**config.mk**
```make
export PLATFORM = sky130hd
export DESIGN_NAME = j1_io_timer_irq
export DESIGN_NICKNAME = d
export VERILOG_FILES = /design/src/rtl/j1_io_pkg.sv /design/src/rtl/j1_prescaled_down_counter.sv /design/src/rtl/j1_io_timer_irq.sv
export SDC_FILE = /design/constraint.sdc
export NUM_CORES = 1
export LEC_CHECK = 0
export ABC_AREA = 1
export ABC_CLOCK_PERIOD_IN_PS = 4540
export BUFFER_PORTS_ARGS = -buffer_cell sky130_fd_sc_hd__buf_2
export CORE_MARGIN = 5
export CORE_UTILIZATION = 25
export CTS_CLUSTER_SIZE = 24
export DETAILED_ROUTE_END_ITERATION = 7
export GPL_TIMING_DRIVEN = 0
export PLACE_DENSITY_LB_ADDON = 0.08
export SKIP_LAST_GASP = 1
export SLEW_MARGIN = 20
export SYNTH_ARGS = -nofsm -noshare
export SYNTH_HDL_FRONTEND = slang
export SYNTH_SLANG_ARGS = --single-unit
```
**constraint.sdc**
```tcl
create_clock -name clk -period 4.54 [get_ports clk]
set_input_delay 0.681 -clock clk [delete_from_list [all_inputs] [get_ports clk]]
set_output_delay 0.681 -clock clk [all_outputs]
set_load 0.005 [all_outputs]
```
**src/rtl/j1_io_pkg.sv**
```systemverilog
// ============================================================================
// j1_io_pkg : register indices and bit positions for the J1 I/O timer/irq block
// Revision  : 1.0
// ============================================================================
`default_nettype none

package j1_io_pkg;

  localparam logic [2:0] REG_CTRL   = 3'd0;
  localparam logic [2:0] REG_RELOAD = 3'd1;
  localparam logic [2:0] REG_COUNT  = 3'd2;
  localparam logic [2:0] REG_STATUS = 3'd3;
  localparam logic [2:0] REG_FRAMES = 3'd4;

  localparam int CTRL_TEN  = 0;
  localparam int CTRL_AUTO = 1;
  localparam int CTRL_TIE  = 2;
  localparam int CTRL_VIE  = 3;

  localparam int STAT_TP = 0;
  localparam int STAT_VP = 1;

endpackage

`default_nettype wire

```
**src/rtl/j1_prescaled_down_counter.sv**
```systemverilog
// ============================================================================
// j1_prescaled_down_counter : prescaler plus 16-bit down counter with load,
//                             auto-reload and a one-cycle expire indication
// Revision                  : 1.0
// ============================================================================
`default_nettype none

module j1_prescaled_down_counter #(
  parameter int unsigned PRESC_W = 4
) (
  input  logic        clk,
  input  logic        rst,
  input  logic        en,
  input  logic        auto_reload,
  input  logic [15:0] reload_val,
  input  logic        load,
  input  logic [15:0] load_val,
  output logic [15:0] count,
  output logic        expire
);

  logic [PRESC_W-1:0] presc_q, presc_d;
  logic [15:0]        count_q, count_d;

  // expire is asserted for the edge on which COUNT steps 1 -> 0; a load masks it
  always_comb begin
    presc_d = presc_q;
    count_d = count_q;
    expire  = 1'b0;
    if (load) begin
      count_d = load_val;
      presc_d = '0;
    end else if (en && (count_q != 16'd0)) begin
      presc_d = presc_q + 1'b1;
      if (&presc_q) begin
        if (count_q == 16'd1) begin
          expire  = 1'b1;
          count_d = auto_reload ? reload_val : 16'd0;
        end else begin
          count_d = count_q - 16'd1;
        end
      end
    end
  end

  always_ff @(posedge clk) begin
    if (rst) begin
      presc_q <= '0;
      count_q <= 16'd0;
    end else begin
      presc_q <= presc_d;
      count_q <= count_d;
    end
  end

  assign count = count_q;

endmodule

`default_nettype wire

```
**src/rtl/j1_io_timer_irq.sv**
```systemverilog
// ============================================================================
// j1_io_timer_irq : J1 I/O bus responder with prescaled timer, vsync frame
//                   counter and level interrupt request
// Revision        : 1.0
// ============================================================================
`default_nettype none

module j1_io_timer_irq
  import j1_io_pkg::*;
#(
  parameter logic [15:0] BASE    = 16'hF000,
  parameter int unsigned PRESC_W = 4
) (
  input  logic        clk,
  input  logic        rst,
  input  logic        io_rd,
  input  logic        io_wr,
  input  logic [15:0] io_addr,
  input  logic [15:0] io_dout,
  output logic [15:0] io_din,
  input  logic        vsync,
  output logic        int_req
);

  logic        hit, wr_en;
  logic [2:0]  idx;
  logic [3:0]  ctrl_q, ctrl_d;
  logic [15:0] reload_q, reload_d;
  logic        tp_q, tp_d, vp_q, vp_d;
  logic [15:0] frames_q, frames_d;
  logic        vsync_q;
  logic        int_req_q, int_req_d;
  logic        rise, expire, count_load, status_wr;
  logic [15:0] count;
  logic [15:0] rd_data;

  assign hit        = (io_addr[15:3] == BASE[15:3]);
  assign idx        = io_addr[2:0];
  assign wr_en      = io_wr & hit;
  assign count_load = wr_en && (idx == REG_COUNT);
  assign status_wr  = wr_en && (idx == REG_STATUS);
  assign rise       = vsync & ~vsync_q;

  j1_prescaled_down_counter #(
    .PRESC_W (PRESC_W)
  ) u_timer (
    .clk         (clk),
    .rst         (rst),
    .en          (ctrl_q[CTRL_TEN]),
    .auto_reload (ctrl_q[CTRL_AUTO]),
    .reload_val  (reload_q),
    .load        (count_load),
    .load_val    (io_dout),
    .count       (count),
    .expire      (expire)
  );

  // Hardware sets beat W1C clears; CPU writes beat hardware updates elsewhere
  always_comb begin
    ctrl_d = ctrl_q;
    if (expire && !ctrl_q[CTRL_AUTO]) ctrl_d[CTRL_TEN] = 1'b0;
    if (wr_en && (idx == REG_CTRL)) ctrl_d = io_dout[3:0];

    reload_d = (wr_en && (idx == REG_RELOAD)) ? io_dout : reload_q;

    tp_d = expire | (tp_q & ~(status_wr & io_dout[STAT_TP]));
    vp_d = rise   | (vp_q & ~(status_wr & io_dout[STAT_VP]));

    frames_d = frames_q;
    if (wr_en && (idx == REG_FRAMES)) frames_d = 16'd0;
    else if (rise)                    frames_d = frames_q + 16'd1;

    int_req_d = (tp_q & ctrl_q[CTRL_TIE]) | (vp_q & ctrl_q[CTRL_VIE]);
  end

  always_ff @(posedge clk) begin
    if (rst) begin
      ctrl_q    <= 4'd0;
      reload_q  <= 16'hFFFF;
      tp_q      <= 1'b0;
      vp_q      <= 1'b0;
      frames_q  <= 16'd0;
      vsync_q   <= 1'b0;
      int_req_q <= 1'b0;
    end else begin
      ctrl_q    <= ctrl_d;
      reload_q  <= reload_d;
      tp_q      <= tp_d;
      vp_q      <= vp_d;
      frames_q  <= frames_d;
      vsync_q   <= vsync;
      int_req_q <= int_req_d;
    end
  end

  always_comb begin
    rd_data = 16'h0000;
    case (idx)
      REG_CTRL:   rd_data = {12'h000, ctrl_q};
      REG_RELOAD: rd_data = reload_q;
      REG_COUNT:  rd_data = count;
      REG_STATUS: rd_data = {14'h0000, vp_q, tp_q};
      REG_FRAMES: rd_data = frames_q;
      default:    rd_data = 16'h0000;
    endcase
  end

  assign io_din  = (io_rd & hit) ? rd_data : 16'h0000;
  assign int_req = int_req_q;

endmodule

`default_nettype wire

```
==> results of run 1 <==
[stage by stage]
| stage | setup WS, ns | hold slack (ns) | total power [mW] | instance area [um2] | cells |
|---|---|---|---|---|---|
| floorplan | 2.13 | 0.442 | 0.581 | 3900 | 624 |
| global placement | 1.59 | 0.475 | 0.621 | 4430 | 888 |
| detailed placement | 1.58 | 0.471 | 0.622 | 4430 | 888 |
| CTS | 1.57 | 0.481 | 1.36 | 4750 | 904 |
| global route | 1.46 | 0.499 | 1.39 | 4750 | 904 |
| finish | 1.63 | 0.476 | 1.35 | 4750 | 904 |
[worst paths after layout]
check	from	endpoint	slack, ns	depth (start not counted)
worst max register to register	u_timer.count[0]	u_timer.count[14]	2.35	10
worst min register to register	ctrl_q[3]	int_req	0.48	2
worst max-delay path	io_addr[4]	io_din[10]	1.63	8
worst min-delay path	ctrl_q[3]	int_req	0.48	2
[power by group]
part	internal [mW]	leakage, nW	switching [mW]
sequential	0.530	0.485	0.00226
clock	0.484	0.158	0.252
combinational	0.0250	1.51	0.0534
[worst max-delay path, stage by stage]
cell	delay, ns
buf_2	0.09
nor2_1	0.16
nand3_1	0.14
nor2_4	0.27
o211ai_1	0.26
buf_2	0.27
a31oi_1	0.19
buf_2	0.14
[flip-flops by register name, indices dropped and copies added (netlist names)]
register         flops
frames_q            16
reload_q            16
u_timer.count       16
ctrl_q               4
u_timer.presc_q      4
int_req              1
tp_q                 1
vp_q                 1
vsync_q              1
[layer usage]
| layer | global-route usage, % | vias up | routed length, um |
|---|---|---|---|
| li1 | - | 2173 | - |
| met2 | 24.4 | 97 | 6280 |
| met5 | 0 | - | 0 |
| met3 | 2.65 | 12 | 605 |
| met4 | 4.75 | 0 | 192 |
| met1 | 21.1 | 1883 | 6660 |
[cells in the final DEF, fill, tap and decap left out, drive strengths merged, types with 2 or more instances in the layout]
cell type,n
and2,2
nand2,185
nand3,47
o221ai,2
ha,4
o211ai,4
o21ai,29
inv,60
a31oi,12
clkbuf,27
nand4,36
a21oi,19
a221oi,2
xor2,8
nor2,107
xnor2,3
or2,3
buf,61
o21bai,5
nor3,9
dfxtp,60
[final cells by class]
type                    count  area [um2]  share of cell area (%)
inverters                  60         225                    4.74
multi-input cells         482        2370                    49.8
clock inverters             3        42.5                   0.895
flip-flops and latches     60        1200                    25.3
plain buffers              22         108                    2.26
clock buffers              13         280                    5.90
repair buffers             53         265                    5.58
well taps                 211         264                    5.55
[logic make-up after synthesis]
group	after synthesis
AOI/OAI and AO/OA	75
DFF	60
adders and majority gates	4
xor gates and xnor gates	11
buffers and inverters	82
and+or+nand+nor	392
==> Flow_metrics.wiki, run 1 <==
{| class="wikitable"
! Metric !! Value
|-
| X dimension of the die || 135 um
|-
| Total power density per cell area || about 280 nW/um2
|-
| Effective utilization at floorplan || 25.6%
|-
| Unique masters post-synth || 42
|-
| Via count of the first global-routing pass || 4010
|-
| Status || finished, final reports clean
|-
| Post-detailed-route DRC marker count || 0
|-
| Maximum level of the CTS H-tree || 3
|-
| Final estimated routing congestion in global placement || approximately 0.83
|-
| Area leader, netlist || dfxtp_1
|-
| Setup repair after global routing missed its margin || no
|-
| Maximum number of pins on one net before global-route repair || 11
|-
| Tightest slew margin relative to the limit || a little over half
|-
| Peak Freq || roughly 0.34 GHz
|-
| Combinational family with the most area after synthesis || simple AND/OR/NAND/NOR gates
|-
| Post-detailed-route wirelength per cell || approximately 15 um
|-
| IO Count || 54
|-
| Tightest Hold Check Type || reg2reg
|-
| Wire length of the first global-routing pass || 21800 um
|-
| Top FF cell, synth || dfxtp_1
|-
| Antenna Violating Nets Remaining || 0
|-
| Startpoint type of the worst setup path || input port
|-
| Final Hold Violating Endpoints || 0
|-
| Hold buffer count at CTS || 0
|-
| Count of cells resized by post-cts repair || 0
|-
| Synthesized flop and latch total || 60
|-
| Avg Synthesized Cell Area || about 6.3 um2
|-
| Total of max-cap violations || 0
|-
| Number of enable flip-flop cells after synthesis || 0
|-
| CP Capture Type || output port
|-
| Longest Clk Path Bufs || 2
|-
| Number of DRC markers after the initial detailed-route iteration || around 300
|-
| Synthesis-to-layout area growth || 21.8%
|-
| Minimum clock period || slightly below 3 ns
|-
| DRT Wirelength || about 14000 um
|-
| Commonest cells in the synthesized netlist || nand2_1 (180), nor2_1 (99), dfxtp_1 (60), inv_1 (57), nand3_1 (46)
|-
| Post-synth net total || roughly 670
|-
| Fraction of post-synthesis cell area in the top cell type by area || approximately 31%
|-
| Core region area || between 15000 and 20000 um2
|-
| Req. time, crit path || a little under 4 ns
|-
| Number of setup buffers added after CTS || 0
|-
| CP Class || in2out
|-
| Compound-Gate Fraction of Synth Area || 11.4%
|-
| Routed via count || roughly 4200
|-
| Share of synthesized area spent on multiplexers || 0%
|-
| Most common cell in the synthesized netlist || nand2_1
|-
| Maximum ir drop on the vdd rail || 0.000174 V
|-
| Final setup viols || 0
|-
| Share of synthesized cell area in full adder, half adder and majority cells || between 1 and 1.5%
|-
| Overall routing resource usage || 15.3%
|-
| Global route total overflow || 0
|-
| Sum Neg Setup Slack || 0 ns
|-
| Netlist area before placement || about 4000 um2
|-
| Fraction of final layout cells with drive strength greater than 1 || 14.7%
|-
| Clock insertion delay at the later pin of the skew report || 0.33 ns
|-
| Number of diodes added for antenna fixing || 0
|-
| Worst Max-Slew Pin Slew || approximately 0.71 ns
|-
| Post-Synth XOR/XNOR Area || between 2 and 2.5%
|-
| Final Net Count || approximately 730
|-
| Final worst path period share || 64.1%
|-
| TritonCTS clock tree || built
|-
| Peak fanout along the critical path || 10
|-
| Num rows || 45
|-
| TritonCTS Buffers || 9
|-
| Average via count per standard cell || 4.61
|-
| TritonRoute pass-1 iters || 5
|-
| Synth warn || 0
|-
| Max Clock Skew || between 0.002 and 0.003 ns
|-
| CTS clock-pin slew for the worst setup and hold paths || 0.05 ns
|-
| Final count of pins violating max slew || 0
|-
| Initial antenna violation count || 0
|-
| Y dimension of the die || roughly 130 um
|-
| Data arrival time at the worst-slack endpoint || roughly 2.2 ns
|-
| Leading post-synthesis cells by cell area || dfxtp_1 (31%), nand2_1 (17%), nor2_1 (9.5%), nand3_1 (5.9%), nand4_1 (5.6%)
|-
| Cell at the root of the clock tree || clkbuf_16
|-
| Count of clock tree sinks || 60
|-
| IO buf count || 53
|-
| Die footprint || approximately 18000 um2
|-
| Sum of net half-perimeters after detailed placement || roughly 11000 um
|-
| Part of the Yosys area used for sequential elements || 30.8%
|-
| Utilization after layout || a little under a third
|-
| Leakage || around 2.2 nW
|-
| Synth async-reset ratio || 0%
|-
| Number of instances in the synthesized netlist || 624
|-
| Fraction of the mapped netlist area in simple logic gates || 45.5%
|-
| Number of fill cells || about 1700
|}
Note: power is estimated with default switching activity, not from simulation.
==> inputs of run 2 (changes only) <==
--- a/config.mk
+++ b/config.mk
@@ -5,8 +5,8 @@
 export SDC_FILE = /design/constraint.sdc
 export NUM_CORES = 1
 export LEC_CHECK = 0
-export ABC_AREA = 1
-export ABC_CLOCK_PERIOD_IN_PS = 4540
+export ABC_AREA = 0
+export ABC_CLOCK_PERIOD_IN_PS = 2700
 export BUFFER_PORTS_ARGS = -buffer_cell sky130_fd_sc_hd__buf_2
 export CORE_MARGIN = 5
 export CORE_UTILIZATION = 25
==> constraint.sdc (replaced) <==
create_clock -name clk -period 2.7 [get_ports clk]
set_input_delay 0.405 -clock clk [delete_from_list [all_inputs] [get_ports clk]]
set_output_delay 0.405 -clock clk [all_outputs]
set_load 0.005 [all_outputs]
==> run 2 against run 1 <==
Against the previous run:
- power up 63%
- first-iteration DRC count down 43%
- final cell count down 23%
- setup slack worse by 1.5 ns
- critical path type is now reg2reg
- highest routed layer unchanged
==> Flow_metrics.wiki, run 2 <==
{| class="wikitable"
! Metric !! Value
|-
| Netlist area before placement || 3520 um2 (-9.7%)
|-
| IO buf count || 52 (-1.9%)
|-
| Unique masters post-synth || 52 (+24%)
|-
| Utilization after layout || 31.7% (+0.54 points)
|-
| Cell at the root of the clock tree || clkbuf_16
|-
| Maximum ir drop on the vdd rail || 0.000308 V (+77%)
|-
| Overall power consumption || 2.20 mW (+63%)
|-
| Final count of pins violating max slew || 0 (unchanged)
|-
| Clock insertion delay at the later pin of the skew report || 0.34 ns (about the same)
|-
| Slowest library cell on the worst path || dfxtp_1
|-
| CP max stage delay || 0.37 ns (+0.10 ns)
|-
| Sum of net half-perimeters after detailed placement || 9470 um (-15%)
|-
| Number of enable flip-flop cells after synthesis || 0 (unchanged)
|-
| Post-synth net total || 486 (-27%)
|-
| Leading cell type in the layout, fill and taps excluded || nor2_1
|-
| Antenna Violating Nets Remaining || 0 (unchanged)
|-
| Number of fill cells || 1502 (-11%)
|-
| Leading post-synthesis cells by cell area || dfxtp_1 (34%), nor2_1 (9.3%), a21oi_1 (6.0%), a211o_1 (4.0%), xor2_1 (4.0%)
|-
| Top FF cell, synth || dfxtp_1
|-
| Family of cells with the greatest summed delay on the critical path || buffers and inverters
|-
| Fraction of post-synthesis cell area in the top cell type by area || 34.1% (+3.3 points)
|-
| CP Class || reg2reg
|-
| Routed via count || 3486 (-16%)
|-
| CP bufs+invs || 3 (unchanged)
|-
| Synthesized flop and latch total || 60 (unchanged)
|-
| Number of diodes added for antenna fixing || 0 (unchanged)
|-
| Post-detailed-route wirelength per cell || 18.3 um (+21%)
|-
| Final setup viols || 0 (unchanged)
|-
| Synth async-reset ratio || 0% (unchanged)
|-
| Count of clock tree sinks || 60 (unchanged)
|-
| Minimum clock period || roughly 2.6 ns
|-
| Avg Synthesized Cell Area || 7.92 um2 (+27%)
|-
| Max Clock Skew || 0.00747 ns (+0.00464 ns)
|-
| Tightest Hold Check Type || in2reg
|-
| Synth warn || 0 (unchanged)
|-
| Final estimated routing congestion in global placement || 0.806 (-2.5%)
|-
| Commonest cells in the synthesized netlist || nor2_1 (87), dfxtp_1 (60), a21oi_1 (42), clkbuf_1 (21), nor2b_1 (19)
|-
| CP Capture Type || register
|-
| Post-detailed-route DRC marker count || 0 (unchanged)
|-
| Core region area || 13800 um2 (-9.4%)
|-
| Peak fanout along the critical path || 10 (unchanged)
|-
| X dimension of the die || 129 um (-4.6%)
|-
| Leading cell types in the layout, fill and taps excluded || nor2_1 (87), dfxtp_1 (60), buf_2 (56), a21oi_1 (42), nor2b_1 (18)
|-
| Maximum number of pins on one net before global-route repair || 11 (unchanged)
|-
| Total of max-cap violations || 0 (unchanged)
|-
| Number of instances in the synthesized netlist || 445 (-29%)
|-
| Longest Clk Path Bufs || 2 (unchanged)
|-
| Final Hold Violating Endpoints || 0 (unchanged)
|-
| TritonRoute pass-1 iters || 4 (-1)
|-
| Req. time, crit path || 2.90 ns (-0.96 ns)
|-
| Critical Path, Cell by Cell || inv_1 > ha_1 > nor3b_4 > a41o_1 > clkbuf_1 > clkbuf_2 > a21oi_1 > o32ai_1 > nor3_2
|-
| Total power density per cell area || 502 nW/um2 (+77%)
|-
| Synthesis-to-layout area growth || 24.3%
|-
| Startpoint type of the worst setup path || register
|-
| Global route total overflow || 0 (unchanged)
|-
| Y dimension of the die || 129 um (-4.6%)
|-
| DRT Wirelength || 12800 um (-7.1%)
|-
| Num rows || 43 (-4.4%)
|-
| Maximum level of the CTS H-tree || 3 (unchanged)
|-
| Via count of the first global-routing pass || 3546 (-12%)
|-
| Worst Max-Slew Pin Slew || 0.771 ns (+0.0627 ns)
|-
| Initial antenna violation count || 0 (unchanged)
|-
| TritonCTS clock tree || built
|-
| Most common cell in the synthesized netlist || nor2_1
|-
| Pre-CTS setup slack || -0.355 ns (-1.94 ns)
|-
| Effective utilization at floorplan || 25.5% (-0.077 points)
|-
| Final Net Count || 552 (-24%)
|-
| Hold buffer count at CTS || 0 (unchanged)
|-
| Leakage || 1.65 nW (-23%)
|-
| Peak Freq || 0.389 GHz
|-
| CTS clock-pin slew for the worst setup and hold paths || 0.06 ns (about the same)
|-
| Area leader, netlist || dfxtp_1
|-
| Wire length of the first global-routing pass || 19900 um (-9.0%)
|-
| IO Count || 54 (unchanged)
|-
| Part of the Yosys area used for sequential elements || 34.1% (+3.3 points)
|-
| Final worst path period share || between 90 and 100%
|-
| Tightest slew margin relative to the limit || 48.6% (-3.8 points)
|-
| Die footprint || 16600 um2 (-9.0%)
|-
| Fraction of final layout cells with drive strength greater than 1 || 20.3% (+5.6 points)
|-
| Average via count per standard cell || 5.01 (+8.7%)
|-
| Data arrival time at the worst-slack endpoint || 2.78 ns (+0.55 ns)
|-
| Worst-case setup margin in the final layout || 0.129 ns (-1.50 ns)
|-
| Status || finished, final reports clean
|-
| TritonCTS Buffers || 9 (unchanged)
|-
| Number of DRC markers after the initial detailed-route iteration || 173 (-43%)
|-
| Overall routing resource usage || 15.8% (+0.53 points)
|}
[run 2: changes by cell type after synthesis, sizes merged, moves of 9 or more]
cell	previous run	this run
a211oi	1	14
inv	60	10
mux2i	0	11
nand4	36	9
nor2b	0	19
o21ai	29	6
nor3	9	18
a211o	0	16
a22oi	0	13
a21oi	19	42
nand2	185	15
nor2	107	88
nand3	47	8
nor4	0	9
[run 2: layout make-up]
| class | count | area (um2) | share of cell area [%] |
|---|---|---|---|
| plain buffers | 29 | 135 | 3.08 |
| inverters | 10 | 37.5 | 0.857 |
| clock buffers | 12 | 256 | 5.85 |
| multi-input cells | 345 | 2190 | 49.9 |
| flip-flops and latches | 60 | 1200 | 27.4 |
| well taps | 180 | 225 | 5.14 |
| clock inverters | 4 | 47.5 | 1.09 |
| repair buffers | 56 | 290 | 6.62 |
[run 2: path summary, 6_finish.rpt]
check,slack (ns),start,to,depth (start not counted)
worst max-delay path,0.13,u_timer.count[1],u_timer.count[10],9
worst min-delay path,0.28,io_dout[7],reload_q[7],2
worst max register to register,0.13,u_timer.count[1],u_timer.count[10],9
worst min register to register,0.50,vp_q,vp_q,2
[run 2: kinds of logic (layout without fill, tap and decap cells)]
family | after synthesis | after routing | share of synthesized area [%]
and+or+nand+nor | 192 | 192 | 28.8
buffers and inverters | 40 | 111 | 4.83
adders and majority gates | 4 | 4 | 1.42
DFF | 60 | 60 | 34.1
xor gates and xnor gates | 24 | 24 | 5.96
muxes | 11 | 11 | 3.12
AOI/OAI and AO/OA | 114 | 114 | 21.8
[run 2: through the flow]
stage	instances	setup TNS (ns)	hold slack [ns]	cell area [um2]
global placement	677	-3.49	0.495	4010
detailed placement	677	-3.61	0.487	4010
global route	696	-0.00145	0.285	4380
finish	696	0	0.279	4380
floorplan	445	0	0.467	3520
CTS	697	-0.0263	0.269	4350
[run 2: timing repair]
item | in CTS | in global routing
setup buffers | 4 | 0
setup endpoints to repair | 26 | 25
resized for setup | 3 | 11
pin swaps | 2 | 0
[run 2: routing by layer]
layer / part of all wire (%) / up-vias / global-route usage (%)
met4: 1.9 / 0 / 4.63
li1: - / 1738 / -
met3: 5.0 / 18 / 3.65
met5: 0 / - / 0
met2: 47 / 70 / 25.9
met1: 46 / 1660 / 20.8
[run 2: where the power goes]
| part | switching [mW] | leakage, nW | total [mW] | internal [mW] |
|---|---|---|---|---|
| Combinational | 0.0738 | 1.02 | 0.117 | 0.0429 |
| Clock | 0.426 | 0.149 | 1.19 | 0.761 |
| Sequential | 0.00424 | 0.485 | 0.895 | 0.891 |
| Total | 0.505 | 1.65 | 2.20 | 1.69 |
[run 2: worst reg2reg max path, stage by stage (launching register included)]
cell and delay (ns):
dfxtp_1 0.37, inv_1 0.13, ha_1 0.21, nor3b_4 0.33, a41o_1 0.21, clkbuf_1 0.35, clkbuf_2 0.37, a21oi_1 0.07
o32ai_1 0.32, nor3_2 0.08
